--- config.mk ---
export PLATFORM = sky130hd
export DESIGN_NAME = ram3840_arbiter
export DESIGN_NICKNAME = d
export VERILOG_FILES = /design/src/rtl/ram3840_pkg.sv /design/src/rtl/ram3840_arb_pick.sv /design/src/rtl/ram3840_arbiter.sv
export SDC_FILE = /design/constraint.sdc
export NUM_CORES = 1
export LEC_CHECK = 0
export CAP_MARGIN = 20
export CELL_PAD_IN_SITES_DETAIL_PLACEMENT = 1
export CELL_PAD_IN_SITES_GLOBAL_PLACEMENT = 2
export CORE_MARGIN = 2
export CORE_UTILIZATION = 12
export CTS_CLUSTER_DIAMETER = 80
export CTS_CLUSTER_SIZE = 30
export DETAILED_ROUTE_END_ITERATION = 10
export PLACE_DENSITY = 0.88
export SYNTH_ARGS = -nofsm -noshare
export SYNTH_HDL_FRONTEND = slang
export SYNTH_SLANG_ARGS = --single-unit
--- constraint.sdc ---
create_clock -name clk -period 1.7 [get_ports clk]
set_input_delay 0.255 -clock clk [delete_from_list [all_inputs] [get_ports clk]]
set_output_delay 0.255 -clock clk [all_outputs]
set_load 0.03 [all_outputs]
--- src/rtl/ram3840_pkg.sv ---
// rtl/ram3840_pkg.sv - shared widths, port ids and return-tag type for the RAM3840 arbiter
package ram3840_pkg;

  localparam int ADDR_W = 12;
  localparam int DATA_W = 16;
  localparam logic [ADDR_W-1:0] DEPTH = 12'd3840;
  localparam logic [2:0] STARVE_LIMIT = 3'd4;

  typedef enum logic {
    PORT_CPU = 1'b0,
    PORT_VID = 1'b1
  } port_e;

  typedef struct packed {
    port_e port;
    logic  rd;
    logic  err;
  } rd_tag_t;

  function automatic logic addr_in_range(input logic [ADDR_W-1:0] addr);
    return addr < DEPTH;
  endfunction

endpackage

--- src/rtl/ram3840_arb_pick.sv ---
// rtl/ram3840_arb_pick.sv - winner selection for the RAM3840 arbiter
// RAM3840_ARB_RR_EN selects round-robin ties; otherwise fixed priority with port-1 anti-starvation.
module ram3840_arb_pick import ram3840_pkg::*; (
  input  logic       req0_i,
  input  logic       req1_i,
  input  port_e      last_gnt_i,
  input  logic [2:0] starve_cnt_i,
  output logic       pick0_o,
  output logic       pick1_o,
  output logic       starve_en_o
);

`ifdef RAM3840_ARB_RR_EN
  logic unused_starve;
  assign unused_starve = ^starve_cnt_i;
  assign starve_en_o   = 1'b0;
  assign pick1_o       = req1_i & (~req0_i | (last_gnt_i == PORT_CPU));
`else
  logic unused_last;
  assign unused_last = ^last_gnt_i;
  assign starve_en_o = 1'b1;
  assign pick1_o     = req1_i & (~req0_i | (starve_cnt_i == STARVE_LIMIT));
`endif

  assign pick0_o = req0_i & ~pick1_o;

endmodule

--- src/rtl/ram3840_arbiter.sv ---
// rtl/ram3840_arbiter.sv - two-port access arbiter in front of the single-port RAM3840
// Tie policy chosen by RAM3840_ARB_RR_EN (round-robin) or its absence (fixed priority).
module ram3840_arbiter import ram3840_pkg::*; (
  input  logic              clk,
  input  logic              rst_n,
  input  logic              req0,
  input  logic              req1,
  input  logic              we0,
  input  logic              we1,
  input  logic [ADDR_W-1:0] addr0,
  input  logic [ADDR_W-1:0] addr1,
  input  logic [DATA_W-1:0] wdata0,
  input  logic [DATA_W-1:0] wdata1,
  output logic              gnt0,
  output logic              gnt1,
  output logic              rvalid0,
  output logic              rvalid1,
  output logic [DATA_W-1:0] rdata0,
  output logic [DATA_W-1:0] rdata1,
  output logic              err0,
  output logic              err1,
  output logic [ADDR_W-1:0] ram_address,
  output logic [DATA_W-1:0] ram_in,
  output logic              ram_load,
  input  logic [DATA_W-1:0] ram_out
);

  port_e             last_gnt_q, last_gnt_d;
  logic [2:0]        starve_cnt_q, starve_cnt_d;
  logic [ADDR_W-1:0] addr_q;
  rd_tag_t           pend_q, pend_d;
  logic              pick0, pick1, starve_en;
  logic              gnt_any, sel_we, in_range;
  logic [ADDR_W-1:0] sel_addr;

  ram3840_arb_pick u_pick (
    .req0_i       (req0),
    .req1_i       (req1),
    .last_gnt_i   (last_gnt_q),
    .starve_cnt_i (starve_cnt_q),
    .pick0_o      (pick0),
    .pick1_o      (pick1),
    .starve_en_o  (starve_en)
  );

  assign gnt0     = pick0 & rst_n;
  assign gnt1     = pick1 & rst_n;
  assign gnt_any  = gnt0 | gnt1;
  assign sel_addr = gnt1 ? addr1 : addr0;
  assign sel_we   = gnt1 ? we1 : we0;
  assign in_range = addr_in_range(sel_addr);

  // Address bus parks on the last granted address so the RAM input stays quiet when idle.
  assign ram_address = gnt_any ? sel_addr : addr_q;
  assign ram_in      = gnt1 ? wdata1 : wdata0;
  assign ram_load    = gnt_any & sel_we & in_range;

  always_comb begin
    last_gnt_d   = last_gnt_q;
    starve_cnt_d = starve_cnt_q;
    pend_d       = '0;
    if (gnt_any) begin
      last_gnt_d  = gnt1 ? PORT_VID : PORT_CPU;
      pend_d.port = gnt1 ? PORT_VID : PORT_CPU;
      pend_d.rd   = ~sel_we;
      pend_d.err  = ~in_range;
    end
    if (!starve_en || !req1 || gnt1) begin
      starve_cnt_d = '0;
    end else if (gnt0 && starve_cnt_q != STARVE_LIMIT) begin
      starve_cnt_d = starve_cnt_q + 3'd1;
    end
  end

  always_ff @(posedge clk) begin
    if (!rst_n) begin
      last_gnt_q   <= PORT_VID;
      starve_cnt_q <= '0;
      addr_q       <= '0;
      pend_q       <= '0;
    end else begin
      last_gnt_q   <= last_gnt_d;
      starve_cnt_q <= starve_cnt_d;
      addr_q       <= ram_address;
      pend_q       <= pend_d;
    end
  end

  // Return path is gated by rst_n so a grant just before reset never surfaces.
  assign rvalid0 = rst_n & pend_q.rd  & (pend_q.port == PORT_CPU);
  assign rvalid1 = rst_n & pend_q.rd  & (pend_q.port == PORT_VID);
  assign err0    = rst_n & pend_q.err & (pend_q.port == PORT_CPU);
  assign err1    = rst_n & pend_q.err & (pend_q.port == PORT_VID);
  assign rdata0  = (rvalid0 && !pend_q.err) ? ram_out : '0;
  assign rdata1  = (rvalid1 && !pend_q.err) ? ram_out : '0;

endmodule

# Word-level counts from Yosys, hierarchy flattened
# Cells that the tools add are included.
[totals]
register_bits = 18
in_bits = 78
out_inout_bits = 67
elab_cells = 44
[classes]
addsub = 1
order_cmp = 1
n_eq_ne = 2
mux = 7
bitwise_logic = 20
n_reduce_logical = 8
[ops]
columns = ["cell", "n"]
rows = [
  ["$mux W16", 3],
  ["$mux W12", 2],
  ["$and A1 B1 Y1", 12],
  ["$lt A12 B12 Y1 const B", 1],
  ["$not A1 Y1", 6],
  ["$add A3 B1 Y3 const B", 1],
  ["$eq A3 B3 Y1 const B", 1],
  ["$logic_and A1 B1 Y1", 3],
  ["$ne A3 B3 Y1 const B", 1],
  ["$logic_not A1 Y1", 2],
  ["$mux W1", 2],
  ["$or A1 B1 Y1", 2],
  ["$reduce_and A2 Y1", 1],
  ["$reduce_or A2 Y1", 1],
  ["$logic_or A1 B1 Y1", 1],
]

# Depth between registers and ports, before layout
# Gate-level depths: netlist of the first run.
[logic_depth]
word_depth = 9
depth_mapped = 6
depth_no_buf = 5

# By module
# Synthesis of the first run repeated with hierarchy kept, for this count alone.
[unflattened]
hier_cells = 202
area_unflattened_um2 = 1689.1
[modules_own_cells]
columns = ["mod", "n_inst", "cells_each", "area_per_inst_um2", "seq_area_each_um2"]
rows = [
  ["ram3840_arbiter", 1, 196, 1652.8, 380.4],
  ["ram3840_arb_pick", 1, 6, 36.3, 0.0],
]

# Least setup slack after synthesis of the first run
# OpenSTA, ideal clock, no wires.
[synth_path]
kind = "reg-to-output"
startpoint = "register starve_cnt_q[0]"
endpoint = "output ram_address[10]"
arrival_time_ns = 1.670
t_required_ns = 1.445
setup_slack_ns = -0.225
path_stages_with_launch = 7
path_buffers = 1
cell_sequence = "dfxtp_1 inv_1 ha_1 a21boi_4 buf_2 o21ai_0 a21oi_1"
[synth_via]
elab_chain_cells = 8
elab_cells_between_ends = 10
cone_classes = "eq/ne: 1; mux: 2; bitwise: 7"
[synth_lines]
columns = ["item", "line", "rtl"]
rows = [
  ["start: declaration", "ram3840_arbiter.sv:29", "logic [2:0] starve_cnt_q, starve_cnt_d;"],
  ["start signal: assignment", "ram3840_arbiter.sv:83", "starve_cnt_q <= starve_cnt_d;"],
  ["$eq A3 B3 Y1 *", "ram3840_arb_pick.sv:22", "assign pick1_o = req1_i & (~req0_i | (starve_cnt_i == STARVE_LIMIT));"],
  ["$or A1 B1 Y1 *", "ram3840_arb_pick.sv:22", ""],
  ["$and A1 B1 Y1 *", "ram3840_arb_pick.sv:22", ""],
  ["$not A1 Y1", "ram3840_arb_pick.sv:25", "assign pick0_o = req0_i & ~pick1_o;"],
  ["$and A1 B1 Y1", "ram3840_arb_pick.sv:25", ""],
  ["$and A1 B1 Y1", "ram3840_arbiter.sv:46", "assign gnt0 = pick0 & rst_n;"],
  ["$or A1 B1 Y1", "ram3840_arbiter.sv:48", "assign gnt_any = gnt0 | gnt1;"],
  ["$mux W12 *", "ram3840_arbiter.sv:54", "assign ram_address = gnt_any ? sel_addr : addr_q;"],
  ["end: declaration", "ram3840_arbiter.sv:22", "output logic [ADDR_W-1:0] ram_address,"],
]
# Mark *: on every way between the ends. The rest lies on a longest branch, timed or not.

# Final worst setup path of the first run
[layout_path]
startpoint = "register starve_cnt_q[0]"
endpoint = "output ram_in[6]"
[layout_via]
elab_chain_cells = 5
[layout_lines]
columns = ["item", "line", "rtl"]
rows = [
  ["$eq A3 B3 Y1", "ram3840_arb_pick.sv:22", ""],
  ["$or A1 B1 Y1", "ram3840_arb_pick.sv:22", ""],
  ["$and A1 B1 Y1", "ram3840_arb_pick.sv:22", ""],
  ["$and A1 B1 Y1", "ram3840_arbiter.sv:47", "assign gnt1 = pick1 & rst_n;"],
  ["$mux W16", "ram3840_arbiter.sv:55", "assign ram_in = gnt1 ? wdata1 : wdata0;"],
  ["end: declaration", "ram3840_arbiter.sv:23", "output logic [DATA_W-1:0] ram_in,"],
]
# No other way between the ends.

==> Flow_metrics.wiki, run 1 <==
{| class="wikitable"
! Metric !! Value
|-
| Result of the run || finished, violations left
|-
| Violated checks || design-rule violations, negative setup slack
|-
| Number of vias in the routed layout || around 2200
|-
| Die ar. || 12780 µm²
|-
| Sum of overflow across all layers after global routing || 0
|-
| Cell-internal power || 1.286 mW
|-
| Syn-to-layout area delta || 165.7%
|-
| Number of buffers created by CTS || 3
|-
| LEAKAGE || about 1.6 nW
|-
| Synth Flop Type || dfxtp_1
|-
| Capturing point of the worst reg2reg path || addr_q[9]$_SDFF_PN0_
|-
| Total length of routed wires || 8017 µm
|-
| Mapped Area || 1428 µm²
|-
| Clock latency at the later pin of the worst-skew pair || 250 ps
|-
| Wire length of the first global-routing pass || 12190 µm
|-
| Total global-route track usage || 11.90%
|-
| Worst hold path type || in2reg
|-
| Dominant cell type by area after synthesis || dfxtp_1
|-
| Non-filler cells in the finished layout || 510
|-
| Syn Inst Count || 191
|-
| Largest cells by area after synthesis || dfxtp_1 (25%), and2_1 (15%), mux2_2 (13%)
|-
| Number of slew-limit violations in the final report || 0
|-
| Final Hold Vio Count || 0
|-
| Crit share post-route || 116.1%
|-
| Number of endpoints failing setup at the final stage || 30
|-
| Synthesis Warnings || 0
|-
| Clock share of power || 27.4%
|-
| #FFs+latches synth || 18
|-
| Post-route worst setup slack || -273.0 ps
|-
| Slew headroom || 82.39%
|-
| Initial standard-cell utilization of the core || 12.40%
|-
| Endpoint, Worst Hold || starve_cnt_q[2]$_SDFFE_PP0P_
|-
| Critical path start-end classification || reg2out
|-
| Asr flop ratio synth || 0%
|-
| Number of max-capacitance violations reported || 0
|-
| Logic depth of the worst register-to-register path || 7
|-
| CTS sink cnt || 18
|-
| Die width || ~110 µm
|-
| Number of nets in the layout || 448
|-
| Area inside the core boundary || 11520 µm²
|-
| Number of design-rule violations left by the first detailed-router iteration || 42
|-
| Clock tree from TritonCTS || done
|-
| Launching element type of the critical path || flop
|-
| Count of distinct cell types in the synthesized netlist || 25
|-
| Internal reg-to-reg setup slack || 210 ps
|-
| Routed WL per cell || between 15 and 20 µm
|-
| Peak Freq || about 510 MHz
|-
| Via count of the first global-routing pass || approximately 2400
|-
| Pwr/cell area || approximately 500 nW/µm²
|-
| Combinational fraction of design power || between 40% and 50%
|-
| Required time worst endpoint || about 1400 ps
|-
| Worst-margin pin slew || 262.9 ps
|-
| Post-detailed-route count of antenna-violating nets || 0
|-
| Clk root buf || clkbuf_16
|-
| Sw Ratio || 32.86%
|-
| Share of final-layout standard cells stronger than drive strength 1 || 52.86%
|-
| Clock skew || 3.937 ps
|-
| Final period demand of the worst path || 1973 ps
|-
| Number of top-level pins || about 150
|-
| RSZ-0062 raised after global routing || true
|-
| Maximum clock insertion buffer count || 2
|-
| Number of detailed-routing iterations run before antenna repair || 9
|-
| Sum of negative setup slack || -7011 ps
|-
| Reg2reg start || starve_cnt_q[0]$_SDFFE_PP0P_
|-
| Antenna diode instance count || 0
|-
| Vias/cell || 4.231
|-
| Maximum vdd drop || 0.4189 mV
|-
| Fraction of the yosys area taken by sequential cells || 25.24%
|-
| Sw Pwr || 0.6292 mW
|-
| Hold-fix buffer count after cts || 0
|-
| Die height || 113.1 µm
|-
| Port Buf Inserts || about 140
|-
| Placement Setup Slack || -823.1 ps
|-
| Highest-count cells in the layout ignoring fill and taps || clkdlybuf4s50_1 (74), buf_6 (51), buf_4 (51)
|-
| Worst-path clk slew || 60 ps
|-
| Count of standard-cell rows || 39
|-
| Top fanout value on the critical path || 17
|-
| Placer congestion estimate || 0.7539
|-
| Fraction of synthesized cell area taken by the top area cell type || 25.24%
|-
| Min-Delay Startpoint || req1
|-
| Number of H-tree levels || 1
|-
| Number of DRC violations after detailed routing || 12
|-
| Share of power burned in registers || 24.2%
|-
| Synthesized area divided by synthesized cell count || approximately 7.5 µm²
|-
| Crit path DAT || ~1700 ps
|-
| Net count after synthesis || about 270
|-
| Largest net degree at the start of global routing || 18
|-
| Antenna violations before repair || 0
|-
| Hold depth || 3
|-
| Placed cells || 501
|-
| Capturing element type of the critical path || primary output
|-
| EDFF count, synth || 0
|-
| Half-perimeter wire length after placement || 6295 µm
|-
| Most common library cell in the layout ignoring fill and taps || clkdlybuf4s50_1
|}
## cell type report
| type | instances | area [µm²] |
|---|---|---|
| timing repair buffer | 185 | 1832 |
| fill | 1318 | 7722 |
| tap | 143 | 178.9 |
| clock buffer | 4 | 88.84 |
| inverter | 2 | 7.507 |
| multi-input combinational | 158 | 1319 |
| sequential | 18 | 367.9 |
## metal layers
metal	routed length (µm)	vias up	track usage [%]	share of wire, %
li1	-	1033	-	-
met1	2697	989	11.55	34
met2	4403	127	23.71	55
met3	797	9	4.285	9.9
met4	118	0	2.764	1.5
met5	0	-	0	0
## kinds of logic (layout without fill, tap and decap cells)
kind of cell | count (synthesis) | count (layout) | synth area share (%)
AO/OA/AOI/OAI | 71 | 71 | 27.87
AND/OR/NAND/NOR | 68 | 68 | 26.56
flip-flops | 18 | 18 | 25.24
multiplexers | 17 | 17 | 13.32
buffers and inverters | 15 | 191 | 5.259
adder cells (fa/ha/maj) | 2 | 2 | 1.753
## what timing repair did
item / CTS / global route
pin swaps: 12 / 19
buffers inserted: 2 / 3
gates cloned: 2 / 1
setup endpoints to repair: 68 / 62
resized for setup: 216 / 49
## per-stage QoR
stage                     power [mW]  hold slack, ps  instance area (µm²)  util [%]
after global routing           2.007           448.5                 3794     32.94
final                          1.915           425.1                 3794     32.94
after CTS                      1.911           536.5                 3631     31.53
after detailed placement       1.278           516.1                 3232     28.06
after floorplan               0.8187           423.6                 1466         -
after global placement         1.265           491.3                 3232     28.06
## Yosys cell counts, types with 2 or more instances
library cell  count
dfxtp_1          18
a21oi_1          27
nor3_1            2
nor2_1           17
nand2_1           4
mux2_2           16
nand4_1           3
and2_1           35
nand3_1           2
o21ai_0          26
ha_1              2
buf_2             6
o21a_1            2
clkbuf_1          5
inv_1             2
and3_1            3
a31oi_1          13
## worst max-delay path, stage by stage, from the launching register on
cell	delay, ps
dfxtp_2	330
inv_2	50
ha_4	180
a21boi_4	250
nor2_4	60
buf_12	150
mux2_2	290
buf_6	140
## worst max-delay path by stage
stage / start / to / slack (ps)
after floorplan: starve_cnt_q[0]$_SDFFE_PP0P_ / ram_in[10] / -30
after global routing: starve_cnt_q[0]$_SDFFE_PP0P_ / ram_address[9] / -340
after CTS: starve_cnt_q[0]$_SDFFE_PP0P_ / ram_in[6] / -300
after global placement: req1 / ram_in[8] / -820
after detailed placement: req1 / ram_in[12] / -820
final: starve_cnt_q[0]$_SDFFE_PP0P_ / ram_in[6] / -270
## registers in the layout, indices dropped and copies added, names as in the netlist
name          count
starve_cnt_q      3
pend_q            3
addr_q           12
## power groups by stage
stage,combinational [mW],sequential [mW],clock [mW]
5_1_grt,0.980,0.467,0.560
4_1_cts,0.906,0.463,0.542
2_1_floorplan,0.352,0.467,0
3_3_place_gp,0.795,0.470,0
3_5_place_dp,0.807,0.471,0
6_report,0.927,0.464,0.524
No activity file was read; power rests on OpenSTA's default activity.
==> inputs of run 2 (changes only) <==
--- a/config.mk
+++ b/config.mk
@@ -5,7 +5,7 @@
 export SDC_FILE = /design/constraint.sdc
 export NUM_CORES = 1
 export LEC_CHECK = 0
-export CAP_MARGIN = 20
+export CAP_MARGIN = 40
 export CELL_PAD_IN_SITES_DETAIL_PLACEMENT = 1
 export CELL_PAD_IN_SITES_GLOBAL_PLACEMENT = 2
 export CORE_MARGIN = 2
==> results of run 2 <==
The final DEF is identical to that of run 1; final timing and power are the same.
==> inputs of run 3 (changes only) <==
--- a/config.mk
+++ b/config.mk
@@ -5,15 +5,16 @@
 export SDC_FILE = /design/constraint.sdc
 export NUM_CORES = 1
 export LEC_CHECK = 0
+export ABC_AREA = 1
 export CAP_MARGIN = 40
 export CELL_PAD_IN_SITES_DETAIL_PLACEMENT = 1
 export CELL_PAD_IN_SITES_GLOBAL_PLACEMENT = 2
 export CORE_MARGIN = 2
-export CORE_UTILIZATION = 12
+export CORE_UTILIZATION = 11
 export CTS_CLUSTER_DIAMETER = 80
 export CTS_CLUSTER_SIZE = 30
 export DETAILED_ROUTE_END_ITERATION = 10
-export PLACE_DENSITY = 0.88
+export PLACE_DENSITY = 0.87
 export SYNTH_ARGS = -nofsm -noshare
 export SYNTH_HDL_FRONTEND = slang
 export SYNTH_SLANG_ARGS = --single-unit
==> Flow_metrics.wiki, run 3 <==
{| class="wikitable"
! Metric !! Value
|-
| Post-synthesis mux area share || 0% (was 13.32%)
|-
| Number of DRC violations after detailed routing || 0 (was 12)
|-
| Total of fill cells in the finished design || 1555 (was 1318)
|-
| Adder-cell area share of the yosys netlist || 1.669% (was 1.753%)
|-
| Launching element of the worst setup path || starve_cnt_q[1]$_SDFFE_PP0P_ (was starve_cnt_q[0]$_SDFFE_PP0P_)
|-
| Required time worst endpoint || 1440 ps (about the same)
|-
| Fraction of the mapped netlist area in simple logic gates || 50.92% (was 26.56%)
|-
| Violated checks || negative setup slack (was design-rule violations, negative setup slack)
|-
| Reg2reg start || starve_cnt_q[1]$_SDFFE_PP0P_ (was starve_cnt_q[0]$_SDFFE_PP0P_)
|-
| Final Hold Vio Count || 0 (unchanged)
|-
| Most common library cell in the layout ignoring fill and taps || clkdlybuf4s50_1 (unchanged)
|-
| Complex-gate fraction of the synthesized area || 4.007% (was 27.87%)
|-
| Top fanout value on the critical path || 8 (was 17)
|-
| Share of final-layout standard cells stronger than drive strength 1 || 49.35% (was 52.86%)
|-
| Asr flop ratio synth || 0% (unchanged)
|-
| Vias/cell || 3.736 (was 4.231)
|-
| Mapped Area || 1499 µm² (was 1428 µm²)
|-
| Net count after synthesis || 347 (was 271)
|-
| Max reg flops || 12 (unchanged)
|-
| Fraction of synthesized cell area taken by the top area cell type || 24.04% (was 25.24%)
|-
| Worst-margin pin slew || 340.7 ps (was 262.9 ps)
|-
| Count of standard-cell rows || 42 (was 39)
|-
| Via count of the first global-routing pass || 2477 (was 2440)
|-
| Die width || 120.7 µm (was 113.1 µm)
|-
| Fraction of the core area covered by cells at the end of the flow || 31.40% (was 32.94%)
|-
| Internal reg-to-reg setup slack || 60 ps (was 210 ps)
|-
| Count of distinct cell types in the synthesized netlist || 21 (was 25)
|-
| Fraction of the yosys area taken by sequential cells || 24.04% (was 25.24%)
|-
| Number of buffers created by CTS || 3 (unchanged)
|-
| Initial standard-cell utilization of the core || 11.27% (was 12.40%)
|-
| Half-perimeter wire length after placement || 5984 µm (was 6295 µm)
|-
| Capturing point of the worst reg2reg path || addr_q[4]$_SDFF_PN0_ (was addr_q[9]$_SDFF_PN0_)
|-
| CTS sink cnt || 18 (unchanged)
|-
| Regs by FF count || addr_q (12), pend_q (3), starve_cnt_q (3) (unchanged)
|-
| Result of the run || finished, violations left (unchanged)
|-
| Clock skew || 2.705 ps (was 3.937 ps)
|-
| Total global-route track usage || 10.18% (was 11.90%)
|-
| Antenna diode instance count || 0 (unchanged)
|-
| Port Buf Inserts || 144 (unchanged)
|-
| Crit path DAT || 1650 ps (was 1720 ps)
|-
| Area inside the core boundary || 13300 µm² (was 11520 µm²)
|-
| List of most frequent post-synthesis cells || nand2_1 (86), nor2_1 (50), inv_1 (44) (was and2_1 (35), a21oi_1 (27), o21ai_0 (26))
|-
| Clk root buf || clkbuf_16 (unchanged)
|-
| Die ar. || 14580 µm² (was 12780 µm²)
|-
| Clock tree from TritonCTS || done (unchanged)
|-
| Library cell with the highest instance count after synthesis || nand2_1 (was and2_1)
|-
| Clock latency at the later pin of the worst-skew pair || 250 ps (about the same)
|-
| Synth Flop Type || dfxtp_1 (unchanged)
|-
| Die height || 120.7 µm (was 113.1 µm)
|-
| Syn-to-layout area delta || 178.5% (was 165.7%)
|-
| Synthesized area divided by synthesized cell count || 5.614 µm² (was 7.474 µm²)
|-
| Largest net degree at the start of global routing || 17 (was 18)
|-
| Capturing element type of the critical path || primary output (unchanged)
|-
| Largest cells by area after synthesis || dfxtp_1 (24%), nand2_1 (22%), nor2_1 (13%) (was dfxtp_1 (25%), and2_1 (15%), mux2_2 (13%))
|-
| Most flops, register || addr_q (unchanged)
|-
| Worst-path clk slew || 60 ps (about the same)
|-
| Sum of negative setup slack || -4428 ps (was -7011 ps)
|-
| LEAKAGE || 1.991 nW (was 1.558 nW)
|-
| Peak Freq || 524.8 MHz (was 506.8 MHz)
|-
| Number of design-rule violations left by the first detailed-router iteration || 45 (was 42)
|-
| Number of max-capacitance violations reported || 0 (unchanged)
|-
| Highest-count cells in the layout ignoring fill and taps || clkdlybuf4s50_1 (74), buf_4 (63), nand2_1 (59) (was clkdlybuf4s50_1 (74), buf_6 (51), buf_4 (51))
|-
| Post-detailed-route count of antenna-violating nets || 0 (unchanged)
|-
| Number of H-tree levels || 1 (unchanged)
|-
| Maximum clock insertion buffer count || 2 (unchanged)
|-
| Wire length of the first global-routing pass || 11940 µm (was 12190 µm)
|-
| Critical path endpoint || ram_address[4] (was ram_in[6])
|-
| Slew headroom || 77.21% (was 82.39%)
|-
| Number of slew-limit violations in the final report || 0 (unchanged)
|-
| Antenna violations before repair || 0 (unchanged)
|-
| Main combinational cell family by area after synthesis || simple AND/OR/NAND/NOR gates (was compound AO/OA/AOI/OAI gates)
|-
| Dominant cell type by area after synthesis || dfxtp_1 (unchanged)
|-
| #FFs+latches synth || 18 (unchanged)
|-
| Number of top-level pins || 145 (unchanged)
|-
| RSZ-0062 raised after global routing || true (unchanged)
|-
| Number of nets in the layout || 545 (was 448)
|-
| EDFF count, synth || 0 (unchanged)
|-
| Synthesis Warnings || 0 (unchanged)
|-
| Routed WL per cell || 12.69 µm (was 15.72 µm)
|-
| Worst hold path type || reg2reg (was in2reg)
|-
| Number of vias in the routed layout || 2391 (was 2158)
|-
| Maximum vdd drop || 0.2959 mV (was 0.4189 mV)
|-
| Post-route worst setup slack || -205.4 ps (was -273.0 ps)
|-
| Total length of routed wires || 8123 µm (was 8017 µm)
|-
| Placer congestion estimate || 0.7312 (was 0.7539)
|-
| Crit share post-route || 112.1% (was 116.1%)
|-
| Final period demand of the worst path || 1905 ps (was 1973 ps)
|-
| Number of endpoints failing setup at the final stage || 39 (was 30)
|-
| Hold-fix buffer count after cts || 0 (unchanged)
|-
| Sum of overflow across all layers after global routing || 0 (unchanged)
|-
| Launching element type of the critical path || flop (unchanged)
|-
| Logic depth of the worst register-to-register path || 13 (was 7)
|-
| Number of detailed-routing iterations run before antenna repair || 4 (was 9)
|-
| Critical path start-end classification || reg2out (unchanged)
|-
| Syn Inst Count || 267 (was 191)
|-
| Share of the synthesized netlist area taken by xor and xnor gates || 0.5843% (was 0%)
|-
| Pwr/cell area || 499.0 nW/µm² (was 504.8 nW/µm²)
|}
[run 3: power by group]
group          leakage (nW)  total (mW)  switching (mW)  internal, mW
clock network        0.0442       0.545           0.186         0.359
registers             0.150       0.466          0.0152         0.451
logic                  1.80        1.07           0.518         0.554
total                  1.99        2.08           0.719          1.36
[run 3: worst min-delay path by stage]
stage / startpoint / depth (start not counted) / end / slack [ps]
final: starve_cnt_q[0]$_SDFFE_PP0P_ / 2 / starve_cnt_q[0]$_SDFFE_PP0P_ / 510
after global routing: addr_q[9]$_SDFF_PN0_ / 2 / addr_q[9]$_SDFF_PN0_ / 520
after CTS: addr_q[9]$_SDFF_PN0_ / 2 / addr_q[9]$_SDFF_PN0_ / 510
after detailed placement: addr_q[2]$_SDFF_PN0_ / 2 / addr_q[2]$_SDFF_PN0_ / 510
after global placement: addr_q[2]$_SDFF_PN0_ / 2 / addr_q[2]$_SDFF_PN0_ / 480
after floorplan: starve_cnt_q[0]$_SDFFE_PP0P_ / 1 / starve_cnt_q[0]$_SDFFE_PP0P_ / 420
[run 3: critical path, cell delays in order (launching register included)]
cell	delay (ps)
dfxtp_2	330
inv_2	60
ha_4	130
nand2_4	60
nand2_8	130
nand2_8	110
buf_12	160
nand2_4	50
nand3_2	60
o21ai_2	90
inv_1	70
buf_6	140
[run 3: layout make-up]
| cell class | count | area, µm² | share of cell area, % |
|---|---|---|---|
| flip-flops and latches | 18 | 366.6 | 8.780 |
| repair inverters | 1 | 5.005 | 0.1199 |
| repair buffers | 200 | 2033 | 48.70 |
| clock buffers | 4 | 88.84 | 2.128 |
| inverters | 48 | 196.4 | 4.705 |
| well taps | 176 | 220.2 | 5.274 |
| multi-input cells | 193 | 1265 | 30.30 |
[run 3: per-layer routing]
layer / part of all wire, % / vias to the layer above / GRT usage, %
met3: 4.2 / 6 / 1.321
li1: - / 1188 / -
met2: 57 / 64 / 21.05
met1: 37 / 1133 / 10.77
met5: 0 / - / 0
met4: 0.96 / 0 / 1.962
[run 3: cell families after synthesis]
kind of cell,count (synthesis)
XOR/XNOR,1
flip-flops,18
buffers and inverters,59
adder cells (fa/ha/maj),2
AND/OR/NAND/NOR,175
AO/OA/AOI/OAI,12
[run 3: stage by stage]
stage | power, mW | worst slack, ps | cell area, µm² | instances | hold slack [ps]
floorplan | 0.8501 | -109.1 | 1501 | 267 | 417.3
global placement | 1.328 | -325.9 | 3302 | 613 | 477.5
detailed placement | 1.344 | -355.5 | 3302 | 613 | 508.3
CTS | 1.997 | -226.8 | 3780 | 629 | 512.7
global route | 2.182 | -287.6 | 4175 | 640 | 518.4
finish | 2.083 | -205.4 | 4175 | 640 | 510.4
[run 3: what timing repair did]
item | CTS | global route
hold endpoints to repair | 0 | 0
gates resized for setup | 92 | 78
pin swaps | 14 | 14
setup endpoints to repair | 67 | 47
buffers inserted | 9 | 10
gates cloned | 3 | 1
